$ cat config.mk
export PLATFORM = sky130hd
export DESIGN_NAME = sm3_pad_core_flat
export DESIGN_NICKNAME = d
export VERILOG_FILES = /design/src/rtl/sm3_pad_core_if.sv /design/src/rtl/sm3_pad_core.sv /design/src/flat_wrapper.sv
export SDC_FILE = /design/constraint.sdc
export NUM_CORES = 1
export LEC_CHECK = 0
export ABC_CLOCK_PERIOD_IN_PS = 4710
export CAP_MARGIN = 10
export CORE_ASPECT_RATIO = 0.8
export CORE_MARGIN = 5
export CORE_UTILIZATION = 50
export DETAILED_ROUTE_END_ITERATION = 7
export HOLD_SLACK_MARGIN = 0.08
export PLACE_DENSITY = 0.72
export SLEW_MARGIN = 30
export SYNTH_ARGS = -nofsm -noshare
export SYNTH_HDL_FRONTEND = slang
export SYNTH_SLANG_ARGS = --single-unit
$ cat constraint.sdc
create_clock -name clk -period 4.71 [get_ports clk]
set_input_delay 0.942 -clock clk [delete_from_list [all_inputs] [get_ports clk]]
set_output_delay 0.942 -clock clk [all_outputs]
set_load 0.005 [all_outputs]
$ cat src/rtl/sm3_pad_core_if.sv
// sm3_pad_core_if: message-in / padded-block-out bundle for sm3_pad_core.
// Handshake rules:
// - An input beat transfers on a rising edge when msg_inpt_vld_i & msg_inpt_rdy_o.
// - An output word transfers on a rising edge when pad_otpt_vld_o & pad_otpt_ena_i.
// - A valid output word that is not enabled stays stable until it transfers.
interface sm3_pad_core_if #(
    parameter int INPT_DW = 32
);
    logic [INPT_DW-1:0]   msg_inpt_d_i;
    logic [INPT_DW/8-1:0] msg_inpt_vld_byte_i;
    logic                 msg_inpt_vld_i;
    logic                 msg_inpt_lst_i;
    logic                 msg_inpt_rdy_o;
    logic                 pad_otpt_ena_i;
    logic [INPT_DW-1:0]   pad_otpt_d_o;
    logic                 pad_otpt_vld_o;
    logic                 pad_otpt_lst_o;

    // Environment side: drives the message stream and the downstream enable.
    modport master (
        output msg_inpt_d_i,
        output msg_inpt_vld_byte_i,
        output msg_inpt_vld_i,
        output msg_inpt_lst_i,
        output pad_otpt_ena_i,
        input  msg_inpt_rdy_o,
        input  pad_otpt_d_o,
        input  pad_otpt_vld_o,
        input  pad_otpt_lst_o
    );

    // Padder side.
    modport slave (
        input  msg_inpt_d_i,
        input  msg_inpt_vld_byte_i,
        input  msg_inpt_vld_i,
        input  msg_inpt_lst_i,
        input  pad_otpt_ena_i,
        output msg_inpt_rdy_o,
        output pad_otpt_d_o,
        output pad_otpt_vld_o,
        output pad_otpt_lst_o
    );
endinterface

$ cat src/rtl/sm3_pad_core.sv
// sm3_pad_core: SM3 message padder. Forwards a byte-granular message stream as
// 512-bit blocks, appending the '1' marker byte, zero fill and the 64-bit
// big-endian bit length. One register stage between input and output.
// Width select: define SM3_INPT_DW_64 for a 64-bit datapath (default 32).
// Optional feature: define SM3_PAD_ERR_CHK_EN to add the sticky pad_err_o flag
// for malformed byte-valid patterns.
module sm3_pad_core #(
`ifdef SM3_INPT_DW_64
    parameter int INPT_DW = 64
`else
    parameter int INPT_DW = 32
`endif
) (
    input  logic          clk,
    input  logic          rst_n,
    sm3_pad_core_if.slave bus,
    output logic [1:0]    dbg_state_o
`ifdef SM3_PAD_ERR_CHK_EN
    ,
    output logic          pad_err_o
`endif
);
    localparam int NB        = INPT_DW / 8;          // bytes per word
    localparam int BLK_WN    = 512 / INPT_DW;        // words per block
    localparam int WI_W      = $clog2(BLK_WN);
    localparam int KW        = $clog2(NB + 1);       // width of a byte count per beat
    localparam int LEN_WN    = 64 / INPT_DW;         // words taken by the length field
    localparam int LEN_START = BLK_WN - LEN_WN;      // first word index of the length slot
    localparam logic [INPT_DW-1:0] MARK_WORD = INPT_DW'(8'h80) << (INPT_DW - 8);

    typedef enum logic [1:0] {
        ST_IDLE = 2'd0,
        ST_DATA = 2'd1,
        ST_PAD  = 2'd2
    } state_e;

    state_e              state_q, state_d;
    logic [WI_W-1:0]     wi_q, wi_d;             // index of the next word emitted in the block
    logic [60:0]         byte_cnt_q, byte_cnt_d; // message length in bytes
    logic                pend_80_q, pend_80_d;   // marker byte still owed as a whole word
    logic                ovf_q, ovf_d;           // marker landed in the length slot: length goes in the next block
    logic [INPT_DW-1:0]  out_d_q, out_d_d;
    logic                out_vld_q, out_vld_d;
    logic                out_lst_q, out_lst_d;

    logic [KW-1:0]       beat_k;
    logic [INPT_DW-1:0]  beat_msk;
    logic [INPT_DW-1:0]  beat_word;
    logic [63:0]         bit_len;
    logic [INPT_DW-1:0]  len_word;
    logic                rdy;
    logic                acc;
    logic                emit;
    logic [INPT_DW-1:0]  emit_word;
    logic                emit_lst;
    logic                mark_here;

    // Decode the incoming beat: valid-byte count, lane masking and marker insertion on a partial last beat.
    always_comb begin
        beat_k   = '0;
        beat_msk = '0;
        for (int j = 0; j < NB; j++) begin
            if (bus.msg_inpt_vld_byte_i[NB-1-j]) begin
                beat_k = beat_k + KW'(1);
                beat_msk[INPT_DW-1-8*j -: 8] = 8'hFF;
            end
        end
        beat_word = bus.msg_inpt_d_i & beat_msk;
        if (bus.msg_inpt_lst_i && (beat_k != '0) && (beat_k != KW'(NB))) begin
            beat_word = beat_word | (MARK_WORD >> (8 * beat_k));
        end
    end

    // Length field words: high half first in the 32-bit build, whole field in the 64-bit build.
    always_comb begin
        bit_len  = {byte_cnt_q, 3'b000};
        len_word = bit_len[((wi_q == WI_W'(BLK_WN - 1)) ? 0 : (64 - INPT_DW)) +: INPT_DW];
    end

    // Next-state, word generation and output-register update.
    always_comb begin
        state_d    = state_q;
        wi_d       = wi_q;
        byte_cnt_d = byte_cnt_q;
        pend_80_d  = pend_80_q;
        ovf_d      = ovf_q;
        out_d_d    = out_d_q;
        out_vld_d  = out_vld_q;
        out_lst_d  = out_lst_q;
        rdy        = 1'b0;
        acc        = 1'b0;
        emit       = 1'b0;
        emit_word  = '0;
        emit_lst   = 1'b0;
        mark_here  = 1'b0;

        case (state_q)
            ST_IDLE: begin
                state_d = ST_DATA;
            end
            ST_DATA: begin
                rdy = bus.pad_otpt_ena_i;
                acc = rdy && bus.msg_inpt_vld_i;
                if (acc) begin
                    byte_cnt_d = byte_cnt_q + 61'(beat_k);
                    emit       = (beat_k != '0);
                    emit_word  = beat_word;
                    if (bus.msg_inpt_lst_i) begin
                        state_d   = ST_PAD;
                        // Empty or full last beat: the marker needs its own word.
                        pend_80_d = (beat_k == '0) || (beat_k == KW'(NB));
                        mark_here = !pend_80_d;
                    end
                end
            end
            ST_PAD: begin
                if (bus.pad_otpt_ena_i) begin
                    emit = 1'b1;
                    if (pend_80_q) begin
                        emit_word = MARK_WORD;
                        pend_80_d = 1'b0;
                        mark_here = 1'b1;
                    end else if (!ovf_q && (wi_q >= WI_W'(LEN_START))) begin
                        emit_word = len_word;
                        if (wi_q == WI_W'(BLK_WN - 1)) begin
                            emit_lst   = 1'b1;
                            state_d    = ST_DATA;
                            byte_cnt_d = '0;
                        end
                    end
                end
            end
            default: begin
                state_d = ST_IDLE;
            end
        endcase

        // A marker in the length slot pushes the length into an extra block;
        // wrapping into a fresh block clears that condition.
        if (mark_here && (wi_q >= WI_W'(LEN_START))) begin
            ovf_d = 1'b1;
        end
        if (emit && (wi_q == WI_W'(BLK_WN - 1))) begin
            ovf_d = 1'b0;
        end
        if (emit) begin
            wi_d = wi_q + WI_W'(1);
        end
        // Output register only moves while downstream is enabled.
        if (bus.pad_otpt_ena_i) begin
            out_d_d   = emit_word;
            out_vld_d = emit;
            out_lst_d = emit_lst;
        end
    end

    // State and datapath registers with synchronous active-low reset.
    always_ff @(posedge clk) begin
        if (!rst_n) begin
            state_q    <= ST_IDLE;
            wi_q       <= '0;
            byte_cnt_q <= '0;
            pend_80_q  <= 1'b0;
            ovf_q      <= 1'b0;
            out_d_q    <= '0;
            out_vld_q  <= 1'b0;
            out_lst_q  <= 1'b0;
        end else begin
            state_q    <= state_d;
            wi_q       <= wi_d;
            byte_cnt_q <= byte_cnt_d;
            pend_80_q  <= pend_80_d;
            ovf_q      <= ovf_d;
            out_d_q    <= out_d_d;
            out_vld_q  <= out_vld_d;
            out_lst_q  <= out_lst_d;
        end
    end

    assign bus.msg_inpt_rdy_o = rdy;
    assign bus.pad_otpt_d_o   = out_d_q;
    assign bus.pad_otpt_vld_o = out_vld_q;
    assign bus.pad_otpt_lst_o = out_lst_q;
    assign dbg_state_o        = state_q;

`ifdef SM3_PAD_ERR_CHK_EN
    logic pad_err_q, pad_err_d;
    logic noncontig;

    // Flag short non-last beats and byte valids with a gap below the MSB run.
    always_comb begin
        noncontig = 1'b0;
        for (int j = 1; j < NB; j++) begin
            if (bus.msg_inpt_vld_byte_i[NB-1-j] && !bus.msg_inpt_vld_byte_i[NB-j]) begin
                noncontig = 1'b1;
            end
        end
        pad_err_d = pad_err_q;
        if (acc && ((!bus.msg_inpt_lst_i && (bus.msg_inpt_vld_byte_i != '1)) || noncontig)) begin
            pad_err_d = 1'b1;
        end
    end

    // Sticky error flag, cleared only by reset.
    always_ff @(posedge clk) begin
        if (!rst_n) begin
            pad_err_q <= 1'b0;
        end else begin
            pad_err_q <= pad_err_d;
        end
    end

    assign pad_err_o = pad_err_q;
`endif
endmodule

$ cat src/flat_wrapper.sv
// flat-port wrapper written by rule: the top's interface ports become plain ports
module sm3_pad_core_flat 
#(

    parameter int INPT_DW = 32

)
  (clk, rst_n, dbg_state_o, bus_msg_inpt_d_i, bus_msg_inpt_vld_byte_i, bus_msg_inpt_vld_i, bus_msg_inpt_lst_i, bus_pad_otpt_ena_i, bus_msg_inpt_rdy_o, bus_pad_otpt_d_o, bus_pad_otpt_vld_o, bus_pad_otpt_lst_o);
  sm3_pad_core_if #(.INPT_DW(INPT_DW)) bus_i ();
  input  logic clk;
  input  logic rst_n;
  output logic [1:0] dbg_state_o;
  input wire logic [$bits(bus_i.msg_inpt_d_i)-1:0] bus_msg_inpt_d_i;
  input wire logic [$bits(bus_i.msg_inpt_vld_byte_i)-1:0] bus_msg_inpt_vld_byte_i;
  input wire logic [$bits(bus_i.msg_inpt_vld_i)-1:0] bus_msg_inpt_vld_i;
  input wire logic [$bits(bus_i.msg_inpt_lst_i)-1:0] bus_msg_inpt_lst_i;
  input wire logic [$bits(bus_i.pad_otpt_ena_i)-1:0] bus_pad_otpt_ena_i;
  output wire logic [$bits(bus_i.msg_inpt_rdy_o)-1:0] bus_msg_inpt_rdy_o;
  output wire logic [$bits(bus_i.pad_otpt_d_o)-1:0] bus_pad_otpt_d_o;
  output wire logic [$bits(bus_i.pad_otpt_vld_o)-1:0] bus_pad_otpt_vld_o;
  output wire logic [$bits(bus_i.pad_otpt_lst_o)-1:0] bus_pad_otpt_lst_o;
  assign bus_i.msg_inpt_d_i = bus_msg_inpt_d_i;
  assign bus_i.msg_inpt_vld_byte_i = bus_msg_inpt_vld_byte_i;
  assign bus_i.msg_inpt_vld_i = bus_msg_inpt_vld_i;
  assign bus_i.msg_inpt_lst_i = bus_msg_inpt_lst_i;
  assign bus_i.pad_otpt_ena_i = bus_pad_otpt_ena_i;
  assign bus_msg_inpt_rdy_o = bus_i.msg_inpt_rdy_o;
  assign bus_pad_otpt_d_o = bus_i.pad_otpt_d_o;
  assign bus_pad_otpt_vld_o = bus_i.pad_otpt_vld_o;
  assign bus_pad_otpt_lst_o = bus_i.pad_otpt_lst_o;
  sm3_pad_core #(.INPT_DW(INPT_DW)) u_core (.clk(clk), .rst_n(rst_n), .bus(bus_i), .dbg_state_o(dbg_state_o));
endmodule
## After elaboration in Yosys (flattened, before gate mapping)

Index checks and enable logic that the tools add are counted.

- Bits in registers: 103
- Input port bits: 41
- Output and inout port bits: 37

- $add $sub $neg: 5
- Magnitude comparators: 1
- Equal/unequal tests: 11
- Shifts and indexed selects: 2
- Muxes and demuxes: 44
- Bitwise operators: 3
- Reductions and logical operators: 17

Operator list:

| kind | count |
|---|---|
| 61-bit two-way mux | 5 |
| 32-bit two-way mux | 4 |
| 61-bit case mux with 2 select lines | 1 |
| 32-bit case mux with 2 select lines | 1 |
| 64-bit by 32-bit variable part select with 32-bit output | 1 |
| 61-bit by 3-bit adder with 61-bit output | 1 |
| 32-bit AND | 1 |
| 8-bit two-way mux | 4 |
| 32-bit OR | 1 |
| 32-bit by 6-bit >> shifter with 32-bit output, first input constant | 1 |
| 1-bit two-way mux | 15 |
| 2-bit two-way mux | 6 |
| 6-bit AND reduction | 2 |
| 3-bit two-way mux | 3 |
| 3-bit by 1-bit adder with 3-bit output, second input constant | 2 |
| 1-bit logical AND | 6 |
| 6-bit two-way mux | 1 |
| 2-bit by 1-bit inequality test with 1-bit output, second input constant | 3 |
| 2-bit inequality test, second input constant | 3 |
| 1-bit case mux with 2 select lines | 3 |
| 2-bit case mux with 3 select lines | 1 |
| 4-bit by 1-bit adder with 4-bit output, second input constant | 1 |
| 4-bit equality test, second input constant | 1 |
| 4-bit >= comparator, second input constant | 1 |
| 14 further kinds | 15 |

## Logic depth before layout (Yosys ltp)

Gate-level depths: netlist of run 1.

- Word-level depth: 14
- Gate-level depth with buffers: 15
- Gate-level depth less buffers: 13

## Worst setup path before layout of run 1

No wires, ideal clock.

- Kind: in2reg
- Start point: in bus_msg_inpt_vld_byte_i[2]
- End point: reg u_core.byte_cnt_q[55]
- Library setup time: 0.071 ns
- Data arrival time: 3.936 ns
- Required time: 4.639 ns
- Setup slack: 0.704 ns
- Stages on the path: 14
- Buffers on the path: 1
- Path through: inv_1 -> ha_1 -> xor2_1 -> ha_1 -> nand2_1 -> xnor2_1 -> inv_1 -> ha_1 -> a21oi_1 -> a2111oi_0 -> nand3_2 -> clkbuf_1 -> or4_1 -> a21oi_1

- Cells in the longest elaborated chain, start to end: 8

RTL lines:

| what | RTL line | RTL |
|---|---|---|
| start: declaration | flat_wrapper.sv:14 | `input wire logic [$bits(bus_i.msg_inpt_vld_byte_i)-1:0] bus_msg_inpt_vld_byte_i;` |
| 3-bit two-way mux (*) | sm3_pad_core.sv:63 | `if (bus.msg_inpt_vld_byte_i[NB-1-j]) begin` |
| 3-bit by 1-bit adder with 3-bit output | sm3_pad_core.sv:64 | `beat_k = beat_k + KW'(1);` |
| 3-bit two-way mux (*) | sm3_pad_core.sv:63 |  |
| 3-bit by 1-bit adder with 3-bit output | sm3_pad_core.sv:64 |  |
| 3-bit two-way mux (*) | sm3_pad_core.sv:63 |  |
| 61-bit by 3-bit adder with 61-bit output (*) | sm3_pad_core.sv:105 | `byte_cnt_d = byte_cnt_q + 61'(beat_k);` |
| 61-bit two-way mux (*) | sm3_pad_core.sv:104 | `if (acc) begin` |
| 61-bit case mux with 2 select lines (*) | sm3_pad_core.sv:97 | `case (state_q)` |
| end signal: assignment | sm3_pad_core.sv:171 | `byte_cnt_q <= byte_cnt_d;` |
| end: declaration | sm3_pad_core.sv:39 | `logic [60:0] byte_cnt_q, byte_cnt_d;` |

Every way passes the cells marked *; elsewhere a longest branch is shown, timed or not. The select of a mux whose other input is x is not followed.
A chain may end at the register's enable or synchronous reset.

## Worst setup path in the final report of run 1

- Start point: in bus_msg_inpt_vld_byte_i[2]
- End point: reg u_core.byte_cnt_q[57]

The elaborated chain is that of the path after synthesis.

==> results of run 1 <==
flip-flops by register name, summed over array words and instances, names as in the netlist:
name                       cells
u_core.bus.pad_otpt_d_o       32
u_core.bus.pad_otpt_lst_o      1
u_core.bus.pad_otpt_vld_o      1
u_core.byte_cnt_q             61
u_core.dbg_state_o             2
u_core.ovf_q                   1
u_core.pend_80_q               1
u_core.wi_q                    4
routing by layer:
layer / wire (µm) / up-vias / track usage
met5: 13 / - / 0
met4: 283 / 2 / 0.0668
met3: 1360 / 22 / 0.0436
met2: 7730 / 271 / 0.373
met1: 8340 / 2884 / 0.364
li1: - / 2872 / -
layout make-up:
cell class | instances | area share
multi-input cells | 568 | 0.506
repair buffers | 88 | 0.123
inverters | 21 | 0.0112
clock buffers | 11 | 0.0358
well taps | 148 | 0.0262
flip-flops and latches | 103 | 0.292
clock inverters | 4 | 0.00637
synth_stat cells (2+ instances only):
cell type / number / area share
o211a_1: 2 / 0.0034
mux2i_1: 25 / 0.042
xor2_1: 4 / 0.0059
and2_1: 15 / 0.016
a32o_1: 3 / 0.0051
or4_1: 37 / 0.047
buf_1: 7 / 0.0045
nand2b_1: 8 / 0.0085
buf_2: 4 / 0.0034
nand2_1: 60 / 0.038
xnor2_1: 6 / 0.0089
nor2_1: 45 / 0.029
nor3_1: 12 / 0.010
ha_1: 12 / 0.025
nand3b_1: 5 / 0.0064
mux2_2: 5 / 0.0095
a31oi_1: 4 / 0.0042
or2_2: 3 / 0.0032
and3_1: 11 / 0.012
or3_1: 17 / 0.018
a21oi_1: 81 / 0.069
a22oi_1: 8 / 0.010
o31a_1: 4 / 0.0059
nand4b_1: 2 / 0.0030
nand3_1: 25 / 0.021
o21ai_0: 46 / 0.039
and4_1: 7 / 0.010
nand4_1: 26 / 0.028
o22ai_1: 4 / 0.0042
o31ai_1: 33 / 0.042
nor2b_1: 23 / 0.024
o21a_1: 6 / 0.0076
dfxtp_1: 103 / 0.35
clkbuf_1: 39 / 0.025
nor4_1: 11 / 0.012
inv_1: 20 / 0.013
repair_timing:
item,4_1_cts,5_1_grt
resized for setup,0,1
hold buffers,0,0
setup endpoints to repair,0,3
through the flow:
step / TNS (ns) / area (µm²) / util / setup slack, ns
global route: -0.186 / 7070 / 0.614 / -0.0442
finish: 0 / 7070 / 0.614 / 0.253
global placement: 0 / 6770 / 0.588 / 0.0785
CTS: 0 / 7060 / 0.613 / 0.266
detailed placement: -0.618 / 6770 / 0.588 / -0.0798
floorplan: 0 / 5900 / - / 0.704
critical path: cells and delay by family:
kind                       cells  cell delay, ns
AOI/OAI and AO/OA              3            0.82
buffers and inverters          4            0.94
adders and majority gates      3            0.84
xor gates and xnor gates       2            0.50
and+or+nand+nor                3            0.68
power by group through the flow:
stage                     registers, mW  clock network, mW  logic (mW)
final                             0.942              0.764       0.468
after global routing              0.947              0.812       0.518
after CTS                         0.940              0.779       0.457
after detailed placement          0.960                  0       0.452
after global placement            0.956                  0       0.447
after floorplan                   0.950                  0       0.306
final timing paths:
| check | endpoint | from | slack, ns |
|---|---|---|---|
| hold / removal | u_core.bus.pad_otpt_vld_o | u_core.bus.pad_otpt_vld_o | 0.48 |
| setup reg to reg | u_core.byte_cnt_q[52] | u_core.wi_q[1] | 1.74 |
| setup / recovery | u_core.byte_cnt_q[57] | bus_msg_inpt_vld_byte_i[2] | 0.25 |
| hold reg to reg | u_core.bus.pad_otpt_vld_o | u_core.bus.pad_otpt_vld_o | 0.48 |
cells by family (layout without fill, tap and decap cells):
family / after synthesis / count (layout)
and+or+nand+nor: 311 / 311
AOI/OAI and AO/OA: 204 / 204
DFF: 103 / 103
buffers and inverters: 72 / 124
muxes: 30 / 30
adders and majority gates: 13 / 13
xor gates and xnor gates: 10 / 10
==> flow_metrics.py, run 1 <==
metrics = {
    "cells_and_area": {
        "drive_gt1_frac": 0.0528,
        "nFillCells": 1039,
        "area_growth_syn_to_layout_pct": 19.7,
        "layout_common_cells": "dfxtp_1, a21oi_1, clkdlybuf4s50_1, nand2_1, o21ai_0",
        "nets": 845,
        "diodes": 0,
        "final_common_cell": "dfxtp_1",
        "ff_latch_area_um2": 2060,
        "multi_input_area_um2": 3580,
        "final_cells": 943,
    },
    "logic_synthesis": {
        "ys_warn_count": 0,
        "synthAdderAreaFrac": 0.0288,
        "synth-async-reset-ratio": 0,
        "synth-simple-area-share": 0.294,
        "synth_seq_cells": 103,
        "postSynthCellCount": 743,
        "synth_xor_area_frac": 0.0148,
        "synth_edf_count": 0,
        "syn-cell-area_um2": 5900,
        "synth_top_family_by_area": "simple AND/OR/NAND/NOR gates",
        "synthDistinctLibCells": 56,
        "synth_ff_type": "dfxtp_1",
        "syn_nets": 797,
        "synth-compound-area-share": 0.213,
        "synthMuxAreaShare": 0.0519,
        "syn_avg_cell_area_um2": 7.95,
        "ys_seq_area_frac": 0.349,
    },
    "clock_network": {
        "insertion_delay_ns": 0.35,
        "root_buffer": "clkbuf_16",
        "clkSinkCount": 103,
        "cts-buffers-inserted": 9,
        "clock_tree.buffer_depth": 2,
        "cts_setup_buffers": 0,
        "cts_tree": "yes",
        "clkTransAtPathRegs_ns": 0.07,
        "htree_levels": 3,
    },
    "sta": {
        "skew_ns": 0.0114,
        "min_period_ns": 4.46,
        "max-slew-margin-rel": 0.406,
        "fmax_mhz": 224,
        "setup_viol": 0,
        "tightest_slew_ns": 0.883,
        "slew_viol_final": 0,
        "fin_worst_hold_slack_ns": 0.479,
        "period_share": 0.946,
        "hold_viol_final": 0,
    },
    "route": {
        "drt-initial-drc-count": 578,
        "drc": 0,
        "drt_wl_total_mm": 17.7,
        "via_per_inst": 6.42,
        "drt-pass1-iter-count": 5,
        "via_count": 6051,
        "detail_route.wl_per_cell_um": 18.8,
        "ant_nets": 0,
    },
    "worst_hold_path": {
        "hp-class": "reg2reg",
        "hold_depth": 2,
    },
    "critical_path": {
        "cp-start-kind": "input port",
        "critPathRequiredTime_ns": 4.99,
        "criticalPathCategory": "in2reg",
        "cpPeakStageDelay_ns": 0.56,
        "critPathSlowestCell": "a2111oi_1",
        "crit_chain": "clkdlybuf4s50_1, inv_1, ha_1, xor2_1, ha_1, nand2_1, xnor2_1, inv_1, ha_1, a21oi_1, a2111oi_1, nand3_2, buf_4, or4_1, a21oi_1",
        "critPathArrivalTime_ns": 4.73,
        "path_max_fanout": 26,
        "cp_common_cell": "ha_1",
        "reg2regPathDepth": 8,
        "end_kind": "flip-flop",
    },
    "placed_design": {
        "gp_congestion": 0.934,
        "placedCellCount": 928,
        "hpwl_mm": 12.7,
        "io_buffers": 77,
    },
    "power": {
        "power.internal_mw": 1.52,
        "p_sw_frac": 0.301,
        "powerDensity_nw_per_um2": 308,
        "leakagePower_nw": 2.40,
        "combinationalPowerShare": 0.215,
        "peakVddDrop_v": 0.000284,
        "pwr-share-seq": 0.433,
        "p_clk_frac": 0.351,
        "power_mw": 2.17,
        "switchingPower_mw": 0.654,
    },
    "grt": {
        "grt_antenna_before_repair": 1,
        "grt_pass1_wl_mm": 28.6,
        "grt_usage": 0.248,
        "first_global_vias": 5390,
        "grt_max_degree": 55,
        "grt-ovfl-total": 0,
    },
    "die": {
        "initial_utilization": 0.513,
        "fp.coreArea_um2": 11500,
        "placementRows": 35,
        "die-width_um": 131,
        "die_y_um": 107,
        "dieArea_um2": 14100,
        "io_pins": 78,
    },
    "outcome": {
        "outcome": "complete, no violations",
    },
    "job": {
        "maxCapViolCount": 0,
    },
}
Note: power is estimated with default switching activity, not from simulation.
==> run 2, diff against run 1 <==
CORE_UTILIZATION = 49   (was 50)
PLACE_DENSITY = 0.71   (was 0.72)
==> run 2 against run 1 <==
Against the previous run:
- clock power is 10% higher
- register-to-register slack better by 0.11 ns
- count of clock-buffer cells in the layout is 1 lower
- sequential power hardly changed
- total power is 4.3% higher
- critical endpoint is now u_core.byte_cnt_q[39]
- largest power group unchanged
==> flow_metrics.py, run 2 (synthesis results as in run 1) <==
metrics = {
    "sta": {
        "skew_ns": 0.00533,
        "rsz0062_at_grt": "false",
        "tightest_slew_ns": 0.852,
        "setup_slack_ns": 0.277,
        "slew_viol_final": 0,
        "hold_viol_final": 0,
        "fmax_mhz": 226,
        "max-slew-margin-rel": 0.430,
        "fin_setup_tns_ns": 0,
        "fin_worst_hold_slack_ns": 0.478,
        "setup_viol": 0,
        "period_share": 0.941,
        "min_period_ns": 4.43,
    },
    "route": {
        "drt_wl_total_mm": 18.3,
        "wl_met3_mm": 1.50,
        "detail_route.wl_per_cell_um": 19.4,
        "dr_wl_met2_mm": 7.91,
        "ant_nets": 0,
        "via_count": 6038,
        "drc": 0,
        "drt-initial-drc-count": 550,
        "top_layer_used": "met4",
        "drt-pass1-iter-count": 5,
        "via_per_inst": 6.38,
        "wl_met1_mm": 8.48,
    },
    "grt": {
        "first_global_vias": 5575,
        "grt-ovfl-total": 0,
        "grt_usage": 0.256,
        "grt_antenna_before_repair": 0,
        "grt_pass1_wl_mm": 29.8,
        "grt_max_degree": 55,
    },
    "die": {
        "dieArea_um2": 14400,
        "io_pins": 78,
        "die-width_um": 133,
        "placementRows": 35,
        "initial_utilization": 0.507,
        "die_y_um": 108,
        "fp.coreArea_um2": 11600,
    },
    "clock_network": {
        "clock_tree.buffer_depth": 2,
        "clkTransAtPathRegs_ns": 0.07,
        "insertion_delay_ns": 0.35,
        "ctsHoldBuffers": 0,
        "cts_tree": "yes",
        "cts-buffers-inserted": 9,
        "root_buffer": "clkbuf_16",
        "htree_levels": 3,
        "clkSinkCount": 103,
    },
    "critical_path": {
        "criticalPathCategory": "in2reg",
        "crit_path_start": "bus_msg_inpt_vld_byte_i[3]",
        "critPathSlowestCell": "a2111oi_1",
        "cp_common_cell": "ha_1",
        "cp.depth": 15,
        "end_kind": "flip-flop",
        "cp.buffers_inverters": 4,
        "crit_path_end": "u_core.byte_cnt_q[39]",
        "critPathRequiredTime_ns": 4.99,
        "crit_chain": "clkdlybuf4s50_1, inv_1, ha_1, xor2_1, ha_1, nand2_1, xnor2_1, inv_1, ha_1, a21oi_1, a2111oi_1, nand3_2, buf_4, or4_1, a21oi_1",
        "critPathTopFamily": "buffers and inverters",
        "cpPeakStageDelay_ns": 0.53,
        "r2r_slack_ns": 1.85,
        "timing.rr.end": "u_core.byte_cnt_q[32]",
        "path_max_fanout": 26,
        "critPathArrivalTime_ns": 4.71,
        "reg2reg_from": "u_core.byte_cnt_q[18]",
        "cp-start-kind": "input port",
        "reg2regPathDepth": 5,
    },
    "cells_and_area": {
        "final_common_cell": "dfxtp_1",
        "diodes": 0,
        "largest_register_ffs": 61,
        "final_core_util": 0.611,
        "nets": 847,
        "ff_latch_area_um2": 2060,
        "layout_common_cells": "dfxtp_1, a21oi_1, clkdlybuf4s50_1, nand2_1, o21ai_0",
        "drive_gt1_frac": 0.0576,
        "area_growth_syn_to_layout_pct": 20.6,
        "multi_input_area_um2": 3580,
        "top_register": "u_core.byte_cnt_q",
        "nFillCells": 1023,
    },
    "placed_design": {
        "io_buffers": 77,
        "hpwl_mm": 13.2,
        "place_worst_setup_slack_ns": -0.142,
        "gp_congestion": 0.916,
    },
    "power": {
        "peakVddDrop_v": 0.000216,
        "power_mw": 2.27,
        "leakagePower_nw": 2.41,
        "powerDensity_nw_per_um2": 318,
    },
    "job": {
        "maxCapViolCount": 0,
    },
    "worst_hold_path": {
        "hp-class": "reg2reg",
    },
    "outcome": {
        "outcome": "complete, no violations",
    },
}
run 2: worst reg2reg max path, delay by kind of cell, from the launching register on:
family           cells  cell delay, ns
AND/OR/NAND/NOR      4            2.11
flip-flops           1            0.51
AO/OA/AOI/OAI        1            0.16
run 2: per-stage QoR:
step                cells  cell area [µm²]
finish                946             7120
global route          946             7120
CTS                   946             7110
detailed placement    930             6780
global placement      930             6780
floorplan             743             5900
run 2: worst min path at each step:
stage | slack, ns | endpoint | cells after the start | startpoint
final | 0.48 | u_core.bus.pad_otpt_d_o[2] | 2 | u_core.bus.pad_otpt_d_o[2]
after global routing | 0.50 | u_core.bus.pad_otpt_vld_o | 2 | u_core.bus.pad_otpt_vld_o
after CTS | 0.49 | u_core.bus.pad_otpt_vld_o | 2 | u_core.bus.pad_otpt_vld_o
after detailed placement | 0.47 | u_core.bus.pad_otpt_vld_o | 2 | u_core.bus.pad_otpt_vld_o
after global placement | 0.46 | u_core.bus.pad_otpt_d_o[0] | 2 | u_core.bus.pad_otpt_d_o[0]
after floorplan | 0.46 | u_core.byte_cnt_q[57] | 2 | u_core.byte_cnt_q[57]
run 2: repair_timing:
item,4_1_cts,5_1_grt
gates resized for setup,0,1
endpoints found under the setup margin,0,10
buffers inserted,0,0
run 2: cell type report:
class | count | share of cell area
multi-input combinational | 568 | 0.503
sequential | 103 | 0.290
timing repair buffer | 90 | 0.124
clock buffer | 10 | 0.0336
tap | 148 | 0.0260
clock inverter | 6 | 0.0130
inverter | 21 | 0.0111
run 2: report_power, final:
part | total, mW | internal, mW | switching, mW
sequential | 0.941 | 0.901 | 0.0401
clock | 0.841 | 0.484 | 0.358
combinational | 0.484 | 0.186 | 0.298
total | 2.27 | 1.57 | 0.696
run 2: per-layer routing:
metal,GRT usage,vias up
met2,0.390,263
met4,0.0920,0
li1,-,2861
met1,0.359,2888
met5,0,-
met3,0.0544,26
